==> config.mk <==
export PLATFORM = sky130hd
export DESIGN_NAME = regfile_write_arbiter
export DESIGN_NICKNAME = d
export VERILOG_FILES = /design/src/rtl/regfile_write_arbiter_pkg.sv /design/src/rtl/regfile_write_arbiter_wb_slot.sv /design/src/rtl/regfile_write_arbiter.sv
export SDC_FILE = /design/constraint.sdc
export NUM_CORES = 1
export LEC_CHECK = 0
export BUFFER_PORTS_ARGS = -buffer_cell sky130_fd_sc_hd__buf_2
export CAP_MARGIN = 30
export CORE_MARGIN = 5
export CORE_UTILIZATION = 44
export CTS_CLUSTER_DIAMETER = 150
export DETAILED_ROUTE_END_ITERATION = 7
export PLACE_DENSITY = 0.72
export SLEW_MARGIN = 20
export SYNTH_ARGS = -nofsm -noshare
export SYNTH_HDL_FRONTEND = slang
export SYNTH_SLANG_ARGS = --single-unit
==> constraint.sdc <==
create_clock -name clk -period 4.35 [get_ports clk]
set_input_delay 0.6525 -clock clk [delete_from_list [all_inputs] [get_ports clk]]
set_output_delay 0.6525 -clock clk [all_outputs]
set_load 0.01 [all_outputs]
==> src/rtl/regfile_write_arbiter_pkg.sv <==
// Shared widths and types for the register-file writeback arbiter slice.
// Writeback entries are carried as one packed struct between slots and the select logic.
package regfile_write_arbiter_pkg;

  localparam int DATA_BUS_WIDTH    = 24;
  localparam int REGFILE_ADDR_BITS = 4;
  localparam int NUM_REGISTERS     = 16;

  typedef logic [REGFILE_ADDR_BITS-1:0] reg_addr_t;
  typedef logic [DATA_BUS_WIDTH-1:0]    reg_data_t;

  typedef struct packed {
    logic      vld;
    reg_addr_t addr;
    reg_data_t dat;
  } wb_entry_t;

  // r0 is hardwired to zero in regFile, so a write there is dropped.
  function automatic logic is_writable(input reg_addr_t addr);
    return (addr != '0) && (int'(addr) < NUM_REGISTERS);
  endfunction

  function automatic logic pending_on(input wb_entry_t entry, input reg_addr_t rd_addr);
    return entry.vld && (entry.addr == rd_addr) && (rd_addr != '0);
  endfunction

endpackage

==> src/rtl/regfile_write_arbiter_wb_slot.sv <==
// wb_slot: one-entry writeback holder; load wins over clear so a draining slot can refill.
// Latency 1 cycle (load visible after the posedge); no backpressure of its own.
module regfile_write_arbiter_wb_slot
  import regfile_write_arbiter_pkg::*;
(
  input  logic      clk,
  input  logic      reset_n,
  input  logic      load,
  input  logic      clear,
  input  reg_addr_t load_addr,
  input  reg_data_t load_data,
  output wb_entry_t entry
);

  always_ff @(posedge clk or negedge reset_n) begin
    if (!reset_n) begin
      entry <= '0;
    end else if (load) begin
      entry <= '{vld: 1'b1, addr: load_addr, dat: load_data};
    end else if (clear) begin
      entry.vld <= 1'b0;
    end
  end

endmodule

==> src/rtl/regfile_write_arbiter.sv <==
// Arbitrates ALU and load writebacks onto the single regFile write port, oldest first.
// Latency 1 cycle accept-to-write; reqN_ready drops only while slot N is held and not draining.
module regfile_write_arbiter
  import regfile_write_arbiter_pkg::*;
(
  input  logic                         clk,
  input  logic                         reset_n,
  input  logic                         req0_valid,
  output logic                         req0_ready,
  input  logic [REGFILE_ADDR_BITS-1:0] req0_addr,
  input  logic [DATA_BUS_WIDTH-1:0]    req0_data,
  input  logic                         req1_valid,
  output logic                         req1_ready,
  input  logic [REGFILE_ADDR_BITS-1:0] req1_addr,
  input  logic [DATA_BUS_WIDTH-1:0]    req1_data,
  output logic [REGFILE_ADDR_BITS-1:0] write_address,
  output logic [DATA_BUS_WIDTH-1:0]    write_data,
  output logic                         write_enable,
  input  logic [REGFILE_ADDR_BITS-1:0] read_address1,
  input  logic [REGFILE_ADDR_BITS-1:0] read_address2,
  output logic                         hazard1,
  output logic                         hazard2,
  output logic                         busy
);

  wb_entry_t slot0;
  wb_entry_t slot1;
  wb_entry_t sel_entry;
  logic      older1;
  logic      older1_nxt;
  logic      sel1;
  logic      grant0;
  logic      grant1;
  logic      load0;
  logic      load1;
  logic      hold0;
  logic      hold1;

  // older1 only matters when both slots are valid.
  assign sel1   = slot1.vld && (!slot0.vld || older1);
  assign grant1 = sel1;
  assign grant0 = slot0.vld && !sel1;

  assign req0_ready = !slot0.vld || grant0;
  assign req1_ready = !slot1.vld || grant1;
  assign load0      = req0_valid && req0_ready;
  assign load1      = req1_valid && req1_ready;

  assign hold0 = slot0.vld && !grant0;
  assign hold1 = slot1.vld && !grant1;

  regfile_write_arbiter_wb_slot u_slot0 (
    .clk       (clk),
    .reset_n   (reset_n),
    .load      (load0),
    .clear     (grant0),
    .load_addr (req0_addr),
    .load_data (req0_data),
    .entry     (slot0)
  );

  regfile_write_arbiter_wb_slot u_slot1 (
    .clk       (clk),
    .reset_n   (reset_n),
    .load      (load1),
    .clear     (grant1),
    .load_addr (req1_addr),
    .load_data (req1_data),
    .entry     (slot1)
  );

  // Simultaneous arrivals put the ALU result first, matching program order.
  always_comb begin
    older1_nxt = older1;
    if (load0 && load1) begin
      older1_nxt = 1'b0;
    end else if (load0) begin
      older1_nxt = hold1;
    end else if (load1) begin
      older1_nxt = 1'b0;
    end
  end

  always_ff @(posedge clk or negedge reset_n) begin
    if (!reset_n) begin
      older1 <= 1'b0;
    end else begin
      older1 <= older1_nxt;
    end
  end

  // Stale addr/data of a cleared slot are masked so the port reads zero when idle.
  always_comb begin
    sel_entry = '0;
    if (sel1) begin
      sel_entry = slot1;
    end else if (slot0.vld) begin
      sel_entry = slot0;
    end
  end

  assign write_address = sel_entry.addr;
  assign write_data    = sel_entry.dat;
  assign write_enable  = sel_entry.vld && is_writable(sel_entry.addr);

  // The draining slot still counts: regFile only commits at the following negedge.
  assign hazard1 = pending_on(slot0, read_address1) || pending_on(slot1, read_address1);
  assign hazard2 = pending_on(slot0, read_address2) || pending_on(slot1, read_address2);
  assign busy    = slot0.vld || slot1.vld;

endmodule

==> metrics.txt, run 1 <==
Worst Path Max Fanout=24; synthesized area per cell=11.3 sq um; num ports=102; largest net degree at the start of global routing=60; Post-Synthesis Cells=259; commonest non-fill, non-tap cell in the layout=buf_2; DR iter-0 viols=88; RR Endpoint=u_slot1.entry[0]$_DFFE_PN0P_; maximum vdd drop=0.239 mV; fin nets=~430; post-synthesis cell type count=27; total track usage=17.9%; Sink Count=59; layout cells sized above 1=49.0%; Buffers on Ports=around 100; CTS resizes=0; syn nets=327; final WL=7120 microns; area of the multi-input gates=1330 sq um; Avg Vias per Cell=approximately 5.2; initial antenna violation count=0; Setup CP Type=register to output port; skew final=roughly 0.008 ns; hold slack=0.479 ns; # fillers=600; Lkg Pwr=1.69 nW; H-tree depth=3; Fin. Hold Viols=0; most frequent cells in the layout=101 x buf_2, 59 x dfrtp_1, 54 x mux2_2; relative slew slack=between 30% and 40%; Slew Viols, Final=0; crit path DAT=2.15 ns; fin crit period=2.80 ns; vias in the first global route=2578; die width=91.5 microns; first-pass GRT wire length=12200 microns; number of diodes=0; Initial Utilization=45.7%; post-synthesis sequential area ratio=50.6%; Fmax=357 MHz; Rows=29; CP endpoint kind=output port; unrepaired setup endpoints after global routing=no; via count=2307; CTS tree=done; CTS clk-pin slew, worst paths=~0.06 ns; #FFs+latches synth=59; reg-to-reg setup timing slack=roughly 2.2 ns; Post-route DRC=0; Mapped Area=2920 sq um; largest area contributor in the netlist=dfrtp_1; top cell type's share of synthesized area=50.6%; worst-margin pin slew=0.933 ns; Core Region=6390 sq um; register area=roughly 1500 sq um; Area contributors post-synth=dfrtp_1 51%, mux2_2 21%, o21ai_0 4.3%, nand3_1 4.1%, xnor2_1 3.6%; Root Driver=clkbuf_8; Yosys warnings=0; setup violators final=0; synth-to-layout area growth=23.6%; hold_buf cts=0; Pre-Repair DR Iteration Count=4; final period utilization=64.3%; Wirelength per Cell=16.2 microns; class of the worst hold path=input pin to asynchronous set/reset pin; R2R cell count=4; hpwl dp=between 4000 and 5000 microns; CTS Buf Count=9; PwrDens=421 nW/um^2; WP data required=3.70 ns; setup TNS=0 ns; Overflow after GRT=0; status=finished, final reports clean; Clk Latency, worst-skew pair=0.32 ns; CP startpoint kind=register; DIE HEIGHT=91.5 microns; Die Area=around 8400 sq um; Post-CTS Setup Repair Bufs=0; FF-to-FF Start=u_slot1.entry[28]$_DFFE_PN0P_; Max Root-Sink Buffers=2; maxcap violations=0; Antenna Nets Post-Route=0; gpl congestion=0.815
## how the worst max path moves through the flow
stage                       start            end  slack [ns]  cells past startpoint
6_report       older1$_DFFE_PN0P_  write_data[4]        1.55                      4
5_1_grt        older1$_DFFE_PN0P_  write_data[4]        1.38                      4
4_1_cts        older1$_DFFE_PN0P_  write_data[4]        1.55                      4
3_5_place_dp   older1$_DFFE_PN0P_  write_data[4]        1.91                      4
3_3_place_gp   older1$_DFFE_PN0P_  write_data[4]        1.95                      4
2_1_floorplan    read_address2[0]        hazard2        2.43                      3
## critical path, cell delays in order, from the launching register on
cell	delay, ns
dfrtp_1	0.49
nand2b_1	0.17
and2_1	0.71
o21ai_0	0.26
buf_2	0.20
## final cells by class
type,instances,area share (%)
clock buffers,12,4.02
clock inverters,3,0.416
inverters,4,0.416
multi-input cells,180,36.7
flip-flops and latches,59,40.9
well taps,77,2.67
repair buffers,105,14.8
## kinds of logic after synthesis
group | Yosys count | share of synthesized area [%]
flip-flops | 59 | 50.6
AND/OR/NAND/NOR | 74 | 12.6
AO/OA/AOI/OAI | 38 | 7.58
multiplexers | 56 | 21.6
XOR/XNOR | 12 | 3.60
buffers and inverters | 20 | 4.03
## per-layer routing
| layer | global-route usage, % | vias up | part of all wire, % |
|---|---|---|---|
| li1 | - | 1107 | - |
| met1 | 21.3 | 1136 | 42 |
| met2 | 31.0 | 58 | 51 |
| met3 | 4.13 | 6 | 5.4 |
| met4 | 7.46 | 0 | 1.0 |
| met5 | 0 | - | 0 |
## synthesized netlist by cell type
master	instances
mux2_1	2
nand2b_1	3
a21boi_0	1
dfrtp_1	59
nand2_1	25
or2_2	2
buf_4	1
nand2_2	1
buf_2	5
o21ai_4	1
nor2_1	4
a32oi_1	4
o22ai_1	2
mux2_2	54
inv_1	4
clkbuf_2	2
nand3_2	1
nand2_4	1
a21oi_1	5
nand4_1	5
clkbuf_1	4
and2_1	5
o21ai_0	25
buf_6	4
or3_1	3
nand3_1	24
xnor2_1	12
## metrics by stage
| stage | setup WS (ns) | area (sq um) | cells | utilization (%) | power [mW] |
|---|---|---|---|---|---|
| after floorplan | 2.43 | 2920 | 259 | - | 0.962 |
| after global placement | 1.95 | 3450 | 425 | 54.0 | 1.11 |
| after detailed placement | 1.91 | 3450 | 425 | 54.0 | 1.12 |
| after CTS | 1.55 | 3610 | 440 | 56.5 | 1.54 |
| after global routing | 1.38 | 3610 | 440 | 56.5 | 1.62 |
| final | 1.55 | 3610 | 440 | 56.5 | 1.52 |
## report_power, final
| group | internal [mW] | total, mW | switching, mW |
|---|---|---|---|
| logic | 0.200 | 0.409 | 0.209 |
| registers | 0.637 | 0.695 | 0.0581 |
| clock network | 0.217 | 0.416 | 0.200 |
| total | 1.05 | 1.52 | 0.467 |
## state kept, by name (all words and copies together), names as in the netlist
| register | flops |
|---|---|
| u_slot0.entry | 29 |
| u_slot1.entry | 29 |
| older1 | 1 |
Power figures use the tool's default switching activity.
==> run 2, diff against run 1 <==
--- a/config.mk
+++ b/config.mk
@@ -11,7 +11,7 @@
 export CORE_UTILIZATION = 44
 export CTS_CLUSTER_DIAMETER = 150
 export DETAILED_ROUTE_END_ITERATION = 7
-export PLACE_DENSITY = 0.72
+export PLACE_DENSITY = 0.75
 export SLEW_MARGIN = 20
 export SYNTH_ARGS = -nofsm -noshare
 export SYNTH_HDL_FRONTEND = slang
==> constraint.sdc (replaced) <==
create_clock -name clk -period 2.45 [get_ports clk]
set_input_delay 0.3675 -clock clk [delete_from_list [all_inputs] [get_ports clk]]
set_output_delay 0.3675 -clock clk [all_outputs]
set_load 0.01 [all_outputs]
==> run 2 against run 1 <==
  * Cell count up 1.1%
  * Worst hold slack worse by 0.42 ns
  * Via count up 1.1%
  * Largest cell class unchanged
  * Highest routed layer unchanged
==> metrics.txt, run 2 (synthesized netlist as in run 1, its figures left out) <==
via count=2332 (+1.1%); Wirelength per Cell=16.2 microns (+0.18%); Max Root-Sink Buffers=2 (unchanged); H-tree depth=3 (unchanged); WP buf/inv=2 (+1); Rows=29 (unchanged); Fin. Hold Viols=0 (unchanged); first-pass GRT wire length=12000 microns (-1.4%); Lkg Pwr=1.72 nW (+2.0%); CP startpoint kind=register; Fmax=between 400 and 500 MHz; Worst Path Max Fanout=14 (-42%); CP endpoint kind=output port; hold_buf cts=0 (unchanged); class of the worst hold path=input pin to asynchronous set/reset pin; worst-margin pin slew=0.655 ns (-0.278 ns); setup TNS=0 ns (unchanged); Overflow after GRT=0 (unchanged); commonest non-fill, non-tap cell in the layout=buf_2; # fillers=565 (-5.8%); Setup CP Type=register to output port; max incr delay on CP=0.50 ns (-0.21 ns); Clk Latency, worst-skew pair=0.33 ns (about the same); Die Area=8370 sq um (unchanged); DIE HEIGHT=91.5 microns (unchanged); PwrDens=765 nW/um^2 (+82%); Post-CTS Setup Repair Bufs=0 (unchanged); Antenna Nets Post-Route=0 (unchanged); maxcap violations=0 (unchanged); relative slew slack=56.3% (+19 points); delay-heaviest family, CP=compound AO/OA/AOI/OAI gates; CTS clk-pin slew, worst paths=0.07 ns (about the same); final period utilization=95.4%; Buffers on Ports=101 (unchanged); WP data required=2.08 ns (-1.62 ns); Pre-Repair DR Iteration Count=4 (unchanged); hpwl dp=5300 microns (+8.3%); CTS resizes=1 (+1); synth-to-layout area growth=26.2%; Placed Area=3490 sq um (+1.2%); initial antenna violation count=0 (unchanged); status=finished, final reports clean; R2R cell count=4 (unchanged); CTS Buf Count=9 (unchanged); num ports=102 (unchanged); slowest CP cell=dfrtp_1; CTS tree=done; hold slack=0.0622 ns (-0.416 ns); Root Driver=clkbuf_8; unrepaired setup endpoints after global routing=no; maximum vdd drop=0.412 mV (+73%); FF-to-FF Start=u_slot1.entry[28]$_DFFE_PN0P_; setup violators final=0 (unchanged); crit path DAT=1.97 ns (-0.18 ns); fin crit period=2.34 ns; Stages on worst setup path=5 (+1); gpl congestion=0.844 (+3.6%); vias in the first global route=2469 (-4.2%); Sink Count=59 (unchanged); layout cells sized above 1=50.5% (+1.5 points); number of diodes=0 (unchanged); total track usage=17.8% (-0.17 points); Slew Viols, Final=0 (unchanged); Largest regs=u_slot0.entry (29), u_slot1.entry (29), older1 (1); fin nets=431 (+0.94%); Final Cell Area=3690 sq um (+2.1%); Core Region=6390 sq um (unchanged); DR iter-0 viols=77 (-13%); skew final=0.00884 ns (+0.000872 ns); die width=91.5 microns (unchanged); worst-path cell chain=buf_4 > a21boi_0 > a32oi_1 > nand4_1 > buf_2; pre-CTS WS=0.336 ns (-1.57 ns); most frequent cells in the layout=101 x buf_2, 59 x dfrtp_1, 54 x mux2_2; RR Endpoint=u_slot0.entry[24]$_DFFE_PN0P_; reg-to-reg setup timing slack=0.59 ns (-1.60 ns); CP startpoint=u_slot1.entry[28]$_DFFE_PN0P_; Avg Vias per Cell=5.24 (about the same); Initial Utilization=45.7% (unchanged); Final Worst Setup Slack=0.112 ns (-1.44 ns); largest net degree at the start of global routing=33 (-45%); Post-route DRC=0 (unchanged); final WL=7220 microns (+1.3%)
## run 2: worst max-delay path by stage
stage / endpoint / slack, ns
after floorplan: write_data[10] / 0.84
after global placement: write_data[0] / 0.41
after detailed placement: write_data[7] / 0.34
after CTS: write_enable / 0.12
after global routing: write_enable / 0.004
final: write_enable / 0.11
## run 2: worst register-to-register path: cells and delay by family, from the launching register on
kind,cells,cell delay (ns)
buffers and inverters,1,0.29
and+or+nand+nor,2,0.52
DFF,1,0.54
muxes,1,0.40
## run 2: area by class of cell
cell class	instances	area [sq um]	area share, %
inverter	4	15.0	0.407
clock buffer	9	124	3.36
tap	77	96.3	2.61
clock inverter	7	68.8	1.87
multi-input combinational	180	1330	36.0
sequential	59	1480	40.1
timing repair buffer	109	578	15.7
## run 2: power breakdown
part | total (mW) | leakage, nW | switching [mW] | internal (mW)
clock | 0.845 | 0.0950 | 0.380 | 0.465
sequential | 1.24 | 0.690 | 0.109 | 1.13
combinational | 0.736 | 0.937 | 0.370 | 0.367
total | 2.82 | 1.72 | 0.858 | 1.96
## run 2: per-layer routing
| layer | track usage (%) | up-vias | part of all wire (%) | routed length [microns] |
|---|---|---|---|---|
| met5 | 0 | - | 0 | 0 |
| met4 | 5.50 | 0 | 0.78 | 56 |
| met3 | 4.55 | 4 | 5.1 | 368 |
| met2 | 28.5 | 64 | 50 | 3600 |
| met1 | 23.6 | 1140 | 44 | 3190 |
| li1 | - | 1124 | - | - |
## run 2: stage by stage
| stage | util [%] | total power [mW] | std cells |
|---|---|---|---|
| final | 57.7 | 2.82 | 445 |
| after global routing | 57.7 | 3.00 | 445 |
| after CTS | 57.7 | 2.86 | 445 |
| after detailed placement | 54.7 | 2.00 | 429 |
| after global placement | 54.7 | 1.97 | 429 |
| after floorplan | - | 1.71 | 259 |
